===== config.mk =====
export PLATFORM = sky130hd
export DESIGN_NAME = fetch_stage
export DESIGN_NICKNAME = d
export VERILOG_FILES = /design/src/rtl/fetch_stage_pkg.sv /design/src/rtl/fetch_stage_next_pc_mux.sv /design/src/rtl/fetch_stage.sv
export SDC_FILE = /design/constraint.sdc
export NUM_CORES = 1
export LEC_CHECK = 0
export CAP_MARGIN = 30
export CORE_UTILIZATION = 53
export CTS_BUF_LIST = sky130_fd_sc_hd__clkbuf_4 sky130_fd_sc_hd__clkbuf_8
export CTS_CLUSTER_DIAMETER = 200
export CTS_CLUSTER_SIZE = 10
export DETAILED_ROUTE_END_ITERATION = 6
export PLACE_DENSITY = 0.89
export SETUP_SLACK_MARGIN = 0.4
export SYNTH_ARGS = -nofsm -noshare
export SYNTH_HDL_FRONTEND = slang
export SYNTH_HIERARCHICAL = 1
export SYNTH_SLANG_ARGS = --single-unit

===== constraint.sdc =====
create_clock -name clk -period 5.3 [get_ports clk]
set_input_delay 1.59 -clock clk [delete_from_list [all_inputs] [get_ports clk]]
set_output_delay 1.59 -clock clk [all_outputs]
set_load 0.01 [all_outputs]

===== src/rtl/fetch_stage_pkg.sv =====
// Shared definitions for the IF stage: next-PC select encodings,
// reset/NOP defaults and instruction field widths.
package fetch_stage_pkg;

    typedef enum logic [1:0] {
        PC_SEQ = 2'b00,
        PC_BR  = 2'b01,
        PC_J   = 2'b10,
        PC_JR  = 2'b11
    } pc_src_e;

    localparam logic [31:0] NOP_INSTR_DEFAULT = 32'h0000_0000;
    localparam logic [31:0] RESET_PC_DEFAULT  = 32'h0000_0000;

    localparam int unsigned JIDX_W = 26;

    // J-type target: region bits from the ID instruction's PC+4, word index from the instruction.
    function automatic logic [31:0] jump_target(input logic [31:0]       pc_plus4,
                                                 input logic [JIDX_W-1:0] jidx);
        return {pc_plus4[31:28], jidx, 2'b00};
    endfunction

endpackage


===== src/rtl/fetch_stage_next_pc_mux.sv =====
// Next-PC computation for the IF stage: branch, jump and jump-register
// targets plus the 4:1 select driven by the ID-stage controller.
module next_pc_mux
    import fetch_stage_pkg::*;
(
    input  logic [1:0]        pc_src,
    input  logic [31:0]       pc_plus4,
    input  logic [31:0]       if_id_pc_plus4,
    input  logic [JIDX_W-1:0] if_id_jidx,
    input  logic [31:0]       branch_imm,
    input  logic [31:0]       jr_target,
    output logic [31:0]       next_pc
);

    logic [31:0] branch_target;

    assign branch_target = if_id_pc_plus4 + (branch_imm << 2);

    // Select the next PC according to the controller's redirect request.
    always_comb begin
        next_pc = pc_plus4;
        case (pc_src)
            PC_SEQ:  next_pc = pc_plus4;
            PC_BR:   next_pc = branch_target;
            PC_J:    next_pc = jump_target(if_id_pc_plus4, if_id_jidx);
            PC_JR:   next_pc = jr_target;
            default: next_pc = pc_plus4;
        endcase
    end

endmodule


===== src/rtl/fetch_stage.sv =====
// IF stage of the pipelined MIPS core: PC register and IF/ID pipeline
// register. Optional performance counters enabled by FETCH_PERF_CNT_EN.
module fetch_stage
    import fetch_stage_pkg::*;
#(
    parameter logic [31:0] RESET_PC  = RESET_PC_DEFAULT,
    parameter logic [31:0] NOP_INSTR = NOP_INSTR_DEFAULT
) (
    input  logic        clk,
    input  logic        rst,
    input  logic [1:0]  pc_src,
    input  logic        flush,
    input  logic        stall,
    input  logic [31:0] branch_imm,
    input  logic [31:0] jr_target,
    output logic [31:0] imem_addr,
    input  logic [31:0] imem_rdata,
    output logic [31:0] if_id_instr,
    output logic [31:0] if_id_pc_plus4,
    output logic        if_id_valid
`ifdef FETCH_PERF_CNT_EN
    ,
    output logic [31:0] fetch_cnt,
    output logic [31:0] flush_cnt
`endif
);

    logic [31:0] pc;
    logic [31:0] pc_plus4;
    logic [31:0] next_pc;

    assign imem_addr = pc;
    assign pc_plus4  = pc + 32'd4;

    next_pc_mux u_next_pc_mux (
        .pc_src         (pc_src),
        .pc_plus4       (pc_plus4),
        .if_id_pc_plus4 (if_id_pc_plus4),
        .if_id_jidx     (if_id_instr[JIDX_W-1:0]),
        .branch_imm     (branch_imm),
        .jr_target      (jr_target),
        .next_pc        (next_pc)
    );

    // PC and IF/ID register: reset dominates, stall holds, flush inserts a NOP.
    always_ff @(posedge clk) begin
        if (rst) begin
            pc             <= RESET_PC;
            if_id_instr    <= NOP_INSTR;
            if_id_pc_plus4 <= '0;
            if_id_valid    <= 1'b0;
        end else if (!stall) begin
            pc             <= next_pc;
            if_id_pc_plus4 <= pc_plus4;
            if (flush) begin
                if_id_instr <= NOP_INSTR;
                if_id_valid <= 1'b0;
            end else begin
                if_id_instr <= imem_rdata;
                if_id_valid <= 1'b1;
            end
        end
    end

`ifdef FETCH_PERF_CNT_EN
    // Count fetched and flushed cycles; stalled cycles count as neither.
    always_ff @(posedge clk) begin
        if (rst) begin
            fetch_cnt <= '0;
            flush_cnt <= '0;
        end else if (!stall) begin
            if (flush) flush_cnt <= flush_cnt + 32'd1;
            else       fetch_cnt <= fetch_cnt + 32'd1;
        end
    end
`endif

endmodule


==> reports/results.txt, run 1 <==
largest net degree at the start of global routing = 82
cells after synthesis = 695
WHS Path Cells = 2
WHS = 0.511 ns
P_leak = 3.51 nW
Synth Flop Type = dfxtp_1
clock root cell = clkbuf_8
met2 usage = 0.549
initial antenna violation count = 0
Routed Antenna Nets = 0
vias in the first global route = 6386
PortBufs = 196
H-Tree Depth = 3
core area = 11600 um2
I/O pin count = 199
DR iter-0 viols = 605
status = finished with violations
GRT met1 Usage = 0.410
Rel. slew slack = 0.348
RD Place Congestion = 0.949
Die Span Y = 112 um
RR Startpoint = if_id_pc_plus4[2]
Worst Setup Path Type = input pin to flip-flop
Seq/Total Area, Yosys = 0.302
Worst Setup End Kind = flip-flop
Max Fclk = 223 MHz
pre-CTS setup slack = 0.440 ns
HP Class = flip-flop to flip-flop
final hold viol count = 0
R2R Setup Slk = 2.08 ns
PostCTS Resize Cnt = 0
Remaining Overflow, GRT = 0
reg2reg end = imem_addr[18]
number of nets in the final layout = 1000
synth warn = 6
CTS max path bufs = 2
worst path arrival time = 4.74 ns
area leader, netlist = dfxtp_1
total track usage = 0.328
Mapped Nets = 828
die area = 12600 um2
minimum clock period = 4.49 ns
Initial Util = 0.553
Skew-Pair Late Insertion Delay = 0.40 ns
Unique masters post-synth = 73
Top Usage Layer GRT = met2
setup_tns = 0 ns
period utilization = 0.846
DRC violations left = 8
row count = 39
#FFs+latches synth = 97
setup bufs post-CTS = 0
Num CTS Buffers = 9
global-route wire length before repair = 32500 um
Final setup viols = 0
Cells after DPL = 999
CTS tree = done
top-area cell type share of the netlist area = 0.302
vias = 6433
Maximum Capacitance Violations = 0
Slew Viols, Final = 0
DRT Wirelength = 20600 um
met3 usage = 0.0626
design area = 8610 um2
Critical Path RT = 5.56 ns
Worst Skew = 0.0125 ns
clk slew on worst S/H paths = 0.10 ns
synth top area cells = dfxtp_1, mux4_2, ha_1
Placed Area = 8400 um2
count leader, synth = nor2_1
Synth top cells by count = nor2_1, dfxtp_1, nand2_1
fin worst setup slack = 0.814 ns
number of enable flip-flop cells after synthesis = 0
Non-Filler Instances = 1015
clock sink total = 97
Die X = 112 um
ant diodes = 0
worst min-delay path endpoint = if_id_valid
average wire per standard cell = 20.3 um
DRT Pass-1 Iters = 7
Max VDD drop = 0.186 mV
post-DP HPWL = 14900 um
FILL cells = 856
crit-path max FO = 3
post-synthesis async set-or-reset flop share = 0
Worst-Margin Slew = 0.978 ns
RSZ-0062 raised after global routing = false
Worst R2R Path Depth = 12
startpoint types = input pin
P&R area growth vs syn = 34.1%
hold path start = if_id_valid
Mapped Area = 6420 um2
number of vias per cell = 6.34
synthesized area per cell = 9.24 um2
P per Cell Area = 222 nW/um2
failing checks = DRC
cts-stage hold buffer count = 0
layout cell share with drive strength beyond 1 = 0.106
-- how the worst max path moves through the flow --
stage | start | slack (ns) | to
finish | branch_imm[0] | 0.81 | imem_addr[18]
detailed placement | branch_imm[0] | 0.44 | imem_addr[18]
global placement | branch_imm[0] | 0.50 | imem_addr[28]
CTS | branch_imm[0] | 0.84 | imem_addr[18]
floorplan | branch_imm[0] | 1.24 | imem_addr[28]
global route | branch_imm[0] | 0.71 | imem_addr[18]
-- where the power goes --
group          leakage [nW]  internal [mW]  total, mW  switching [mW]
clock network         0.100          0.228      0.534           0.306
logic                  2.62          0.302      0.556           0.255
registers             0.794          0.769      0.824          0.0552
-- cells by family after synthesis --
logic type,count (synthesis),synth area share
adder cells (fa/ha/maj),31,0.0616
AND/OR/NAND/NOR,238,0.185
XOR/XNOR,47,0.0641
AO/OA/AOI/OAI,161,0.185
flip-flops,97,0.302
buffers and inverters,53,0.0384
multiplexers,68,0.163
-- stage by stage --
step            util  power, mW
6_report       0.741       1.91
5_1_grt        0.741       1.99
4_1_cts        0.741       1.91
3_5_place_dp   0.723       1.38
3_3_place_gp   0.723       1.36
2_1_floorplan      -       1.15
-- final cells by class --
class / instances / area, um2 / area share
Inverter: 9 / 33.8 / 0.00392
Sequential cell: 97 / 1940 / 0.226
Clock inverter: 7 / 85.1 / 0.00988
Multi-Input combinational cell: 545 / 4240 / 0.492
Timing Repair Buffer: 205 / 2010 / 0.233
Clock buffer: 9 / 124 / 0.0144
Tap cell: 143 / 179 / 0.0208
-- flip-flops by register name, indices dropped and copies added, names as in the netlist --
signal	cells
if_id_pc_plus4	32
imem_addr	32
if_id_valid	1
if_id_instr	32
-- critical path, cell delays in order --
cell	delay [ns]
clkdlybuf4s50_1	0.41
ha_1	0.23
fa_1	0.44
a21oi_2	0.21
o221ai_1	0.16
a31oi_1	0.32
o21ai_1	0.14
a21o_1	0.24
a221oi_2	0.24
xnor2_1	0.10
mux4_2	0.46
mux2i_1	0.14
nor2_1	0.05
-- placed cells by master, fill, tap and decap left out, types with 5 or more instances in the layout --
| master | n |
|---|---|
| ha_1 | 30 |
| nand2_1 | 39 |
| mux4_2 | 29 |
| nor2b_1 | 8 |
| or2_2 | 7 |
| a311oi_1 | 8 |
| a31oi_1 | 7 |
| nor4_1 | 7 |
| mux2i_1 | 36 |
| nand3_1 | 18 |
| dfxtp_1 | 97 |
| inv_1 | 8 |
| a22oi_1 | 31 |
| o21ai_0 | 16 |
| xor2_1 | 18 |
| nand4_1 | 11 |
| a21oi_1 | 26 |
| a21o_1 | 12 |
| nor3_1 | 6 |
| clkbuf_8 | 9 |
| and4_1 | 9 |
| a211oi_1 | 6 |
| o21a_1 | 11 |
| and3_1 | 5 |
| buf_4 | 9 |
| xnor2_1 | 29 |
| nand2b_1 | 11 |
| nor2_1 | 99 |
| clkdlybuf4s50_1 | 192 |
-- metal layers --
layer  share of wire  wire length [um]
met5               0                 0
met4           0.033               678
met3           0.085              1750
met2            0.48              9880
met1            0.40              8300
(Power assumes the default switching activity.)
==> run 2: changes to the inputs <==
- CORE_UTILIZATION: 53 -> 49
- PLACE_DENSITY: 0.89 -> 0.83
- clock period: 5.3 -> 4.3 ns (I/O delays scaled with it)
==> reports/results.txt, run 2 (synthesis results as in run 1) <==
status = finished clean
Placed Area = 8590 um2
WP buf/inv = 2
Remaining Overflow, GRT = 0
Die X = 116 um
Worst R2R Path Depth = 13
setup_tns = 0 ns
Initial Util = 0.505
P per Cell Area = 270 nW/um2
WHS = 0.511 ns
design area = 9150 um2
CP Cell Sequence = clkdlybuf4s50_1 -> ha_1 -> a21oi_4 -> o22ai_4 -> o31ai_4 -> buf_6 -> o211ai_4 -> a211oi_1 -> nor3_1 -> xor2_1 -> mux4_2 -> mux2i_1 -> nor2_1
clk slew on worst S/H paths = 0.10 ns
initial antenna violation count = 1
CTS max path bufs = 2
Sw Share = 0.307
clock root cell = clkbuf_8
Worst Skew = 0.0151 ns
Worst-Margin Slew = 0.967 ns
Cells after DPL = 1048
Max VDD drop = 0.210 mV
crit-path leading delay family = compound AO/OA/AOI/OAI gates
Final setup viols = 0
largest net degree at the start of global routing = 82
Critical Path RT = 4.55 ns
Num CTS Buffers = 9
Skew-Pair Late Insertion Delay = 0.39 ns
minimum clock period = 3.88 ns
Clk pwr share = 0.281
number of vias per cell = 6.08
startpoint types = input pin
final hold viol count = 0
row count = 41
most frequent cells in the layout = clkdlybuf4s50_1, nor2_1, dfxtp_1, nand2_1, mux2i_1
Slowest cell on crit path = mux4_2
average wire per standard cell = 20.1 um
HP Class = flip-flop to flip-flop
RSZ-0062 raised after global routing = true
clock sink total = 97
total track usage = 0.313
CTS tree = done
DR iter-0 viols = 723
combinational fraction of design power = 0.306
Worst Setup Path Type = input pin to flip-flop
cts-stage hold buffer count = 0
Worst Setup End Kind = flip-flop
RD Place Congestion = 0.922
global-route wire length before repair = 32500 um
Rel. slew slack = 0.356
Slew Viols, Final = 0
vias in the first global route = 6445
number of nets in the final layout = 1025
Max Fclk = 258 MHz
worst path arrival time = 4.13 ns
I/O pin count = 199
period utilization = 0.902
P&R area growth vs syn = 42.5%
P_leak = 3.72 nW
Maximum Capacitance Violations = 0
Non-Filler Instances = 1070
Die Span Y = 116 um
final core occ = 0.719
H-Tree Depth = 3
NetSw = 757 uW
Internal Power = 1.71 mW
DRC violations left = 0
leading cell type in the layout, fill and taps excluded = clkdlybuf4s50_1
Routed Antenna Nets = 0
core area = 12700 um2
PortBufs = 196
Max stage delay on crit path = 0.46 ns
vias = 6509
layout cell share with drive strength beyond 1 = 0.164
die area = 13600 um2
post-DP HPWL = 15400 um
WHS Path Cells = 2
DRT Wirelength = 21500 um
Flop pwr share = 0.413
CP Depth = 13
DRT Pass-1 Iters = 5
crit-path max FO = 4
[run 2: stage by stage]
step	total power, mW	setup WS [ns]
after global routing	2.57	0.375
after detailed placement	1.73	-0.275
final	2.47	0.420
after CTS	2.42	0.407
after floorplan	1.42	0.538
after global placement	1.71	-0.221
[run 2: power by group through the flow]
| stage | Sequential, mW | Combinational [mW] | Clock (mW) |
|---|---|---|---|
| 2_1_floorplan | 1.04 | 0.381 | 0 |
| 3_3_place_gp | 1.03 | 0.676 | 0 |
| 3_5_place_dp | 1.04 | 0.696 | 0 |
| 4_1_cts | 1.02 | 0.717 | 0.692 |
| 5_1_grt | 1.03 | 0.807 | 0.732 |
| 6_report | 1.02 | 0.757 | 0.693 |
[run 2: layout make-up]
cell class	count	area, um2
multi-input cells	545	4510
repair buffers	230	2220
diodes	1	2.50
clock buffers	11	145
inverters	9	33.8
flip-flops and latches	97	1940
clock inverters	5	78.8
well taps	172	215
fillers	967	3570
[run 2: what timing repair did]
| action | CTS | global route |
|---|---|---|
| endpoints found under the setup margin | 9 | 12 |
| resized for setup | 20 | 33 |
| pin swaps | 13 | 12 |
| setup buffers | 2 | 3 |
[run 2: worst min-delay path, delay by kind of cell (launching register included)]
family	cells	cell delay [ns]
AO/OA/AOI/OAI	1	0.05
flip-flops	1	0.34
AND/OR/NAND/NOR	1	0.08
[run 2: path summary, 6_finish.rpt]
path                      start                 end  slack, ns
max               branch_imm[2]       imem_addr[28]       0.42
min          if_id_pc_plus4[26]  if_id_pc_plus4[26]       0.51
max reg2reg   if_id_pc_plus4[2]       imem_addr[28]       1.24
min reg2reg  if_id_pc_plus4[26]  if_id_pc_plus4[26]       0.51
[run 2: per-layer routing]
metal  vias up  global-route usage  wire [um]
met1      3142               0.381       8610
met4         0               0.150        659
met3        54              0.0571       1740
li1       2979                   -          -
met2       334               0.535      10500
met5         -                   0          0
==> run 3: changes to the inputs <==
- PLACE_DENSITY: 0.83 -> unset
- PLACE_DENSITY_LB_ADDON: unset -> 0.15
==> reports/results.txt, run 3 (synthesis results as in run 1) <==
status = finished clean
Die X = 116 um
DRT Pass-1 Iters = 5
number of nets in the final layout = 1018
core area = 12700 um2
period utilization = 0.897
P&R area growth vs syn = 40.4%
DR iter-0 viols = 616
DRT Wirelength = 21100 um
fin worst setup slack = 0.443 ns
FF+latch area = 1940 um2
Worst R2R Path Depth = 12
global-route wire length before repair = 31700 um
minimum clock period = 3.86 ns
Critical Path RT = 4.53 ns
P_leak = 3.64 nW
P per Cell Area = 269 nW/um2
largest net degree at the start of global routing = 82
average wire per standard cell = 19.8 um
Worst-Margin Slew = 0.971 ns
H-Tree Depth = 3
Remaining Overflow, GRT = 0
Die Span Y = 116 um
area taken by multi-input logic gates = 4440 um2
worst path arrival time = 4.09 ns
vias = 6455
Cells after DPL = 1041
most frequent cells in the layout = clkdlybuf4s50_1, nor2_1, dfxtp_1, nand2_1, mux2i_1
crit-path max FO = 3
CP Capture Point = imem_addr[30]
startpoint types = input pin
DRC violations left = 0
total track usage = 0.305
CTS max path bufs = 2
Max Fclk = 259 MHz
leading cell type in the layout, fill and taps excluded = clkdlybuf4s50_1
clock root cell = clkbuf_8
HP Class = flip-flop to flip-flop
row count = 41
I/O pin count = 199
Routed Antenna Nets = 0
post-DP HPWL = 14900 um
Skew-Pair Late Insertion Delay = 0.38 ns
Final setup viols = 0
die area = 13600 um2
Max VDD drop = 0.209 mV
Non-Filler Instances = 1062
Initial Util = 0.505
Slew Viols, Final = 0
clk slew on worst S/H paths = 0.10 ns
vias in the first global route = 6149
cts-stage hold buffer count = 0
final hold viol count = 0
number of vias per cell = 6.08
R2R Setup Slk = 1.29 ns
initial antenna violation count = 0
PortBufs = 196
pre-CTS setup slack = -0.181 ns
Worst Setup Path Type = input pin to flip-flop
Worst Skew = 0.0110 ns
FILL cells = 998
Num CTS Buffers = 9
layout cell share with drive strength beyond 1 = 0.154
Rel. slew slack = 0.353
RD Place Congestion = 0.900
Worst Setup End Kind = flip-flop
ant diodes = 0
CTS tree = done
setup_tns = 0 ns
Critical path origin = branch_imm[13]
Maximum Capacitance Violations = 0
RSZ-0062 raised after global routing = true
clock sink total = 97
RR Startpoint = if_id_pc_plus4[2]
reg2reg end = imem_addr[30]
-- run 3: changes by cell type in the layout (fill, tap and decap cells not counted), sizes merged --
cell | before | now
buf | 38 | 31
clkdlybuf4s50 | 183 | 189
dlymetal6s2s | 8 | 2
clkinv | 4 | 2
inv | 8 | 10
bufinv | 2 | 1
clkbuf | 11 | 12
diode | 1 | 0
-- run 3: worst max-delay path, stage by stage --
cell             delay (ns)
clkdlybuf4s50_1        0.54
ha_4                   0.24
a21oi_2                0.15
o21ai_1                0.14
a221oi_2               0.36
o211ai_2               0.20
a21oi_2                0.26
o31ai_2                0.09
xor2_1                 0.17
mux4_2                 0.45
mux2i_1                0.15
nor2_1                 0.05
-- run 3: worst min path at each step --
| stage | cells past startpoint | startpoint | slack, ns | endpoint |
|---|---|---|---|---|
| after floorplan | 2 | if_id_pc_plus4[4] | 0.50 | if_id_pc_plus4[4] |
| after global placement | 2 | if_id_pc_plus4[4] | 0.48 | if_id_pc_plus4[4] |
| after detailed placement | 2 | if_id_pc_plus4[6] | 0.48 | if_id_pc_plus4[6] |
| after CTS | 2 | if_id_pc_plus4[6] | 0.50 | if_id_pc_plus4[6] |
| after global routing | 2 | if_id_valid | 0.55 | if_id_valid |
| final | 2 | if_id_valid | 0.51 | if_id_valid |
-- run 3: routing by layer --
metal / GRT usage / share of wire / vias up
li1: - / - / 2978
met1: 0.393 / 0.41 / 3110
met2: 0.492 / 0.47 / 318
met3: 0.0716 / 0.084 / 49
met4: 0.127 / 0.029 / 0
met5: 0 / 0 / -
-- run 3: what timing repair did --
item	CTS	global route
cloned	0	0
setup buffers	3	2
endpoints found under the setup margin	9	15
resized for setup	13	26
endpoints found under the hold margin	0	0
pin swaps	9	11
-- run 3: final cells by class --
cell class                      count  area share
Clock buffer                       12      0.0183
Clock inverter                      4     0.00625
Inverter                            9     0.00375
Multi-Input combinational cell    545       0.492
Sequential cell                    97       0.215
Tap cell                          172      0.0239
Timing Repair Buffer              223       0.240
-- run 3: per-stage QoR --
step / utilization / cell area (um2) / hold slack [ns] / power (mW)
2_1_floorplan: - / 6420 / 0.501 / 1.42
3_3_place_gp: 0.672 / 8550 / 0.475 / 1.70
3_5_place_dp: 0.672 / 8550 / 0.480 / 1.72
4_1_cts: 0.695 / 8850 / 0.497 / 2.40
5_1_grt: 0.708 / 9010 / 0.550 / 2.53
6_report: 0.708 / 9010 / 0.510 / 2.43
-- run 3: power by group --
part / total [mW] / internal (mW) / switching (mW)
combinational: 0.732 / 0.404 / 0.328
sequential: 1.02 / 0.948 / 0.0702
clock: 0.678 / 0.323 / 0.355
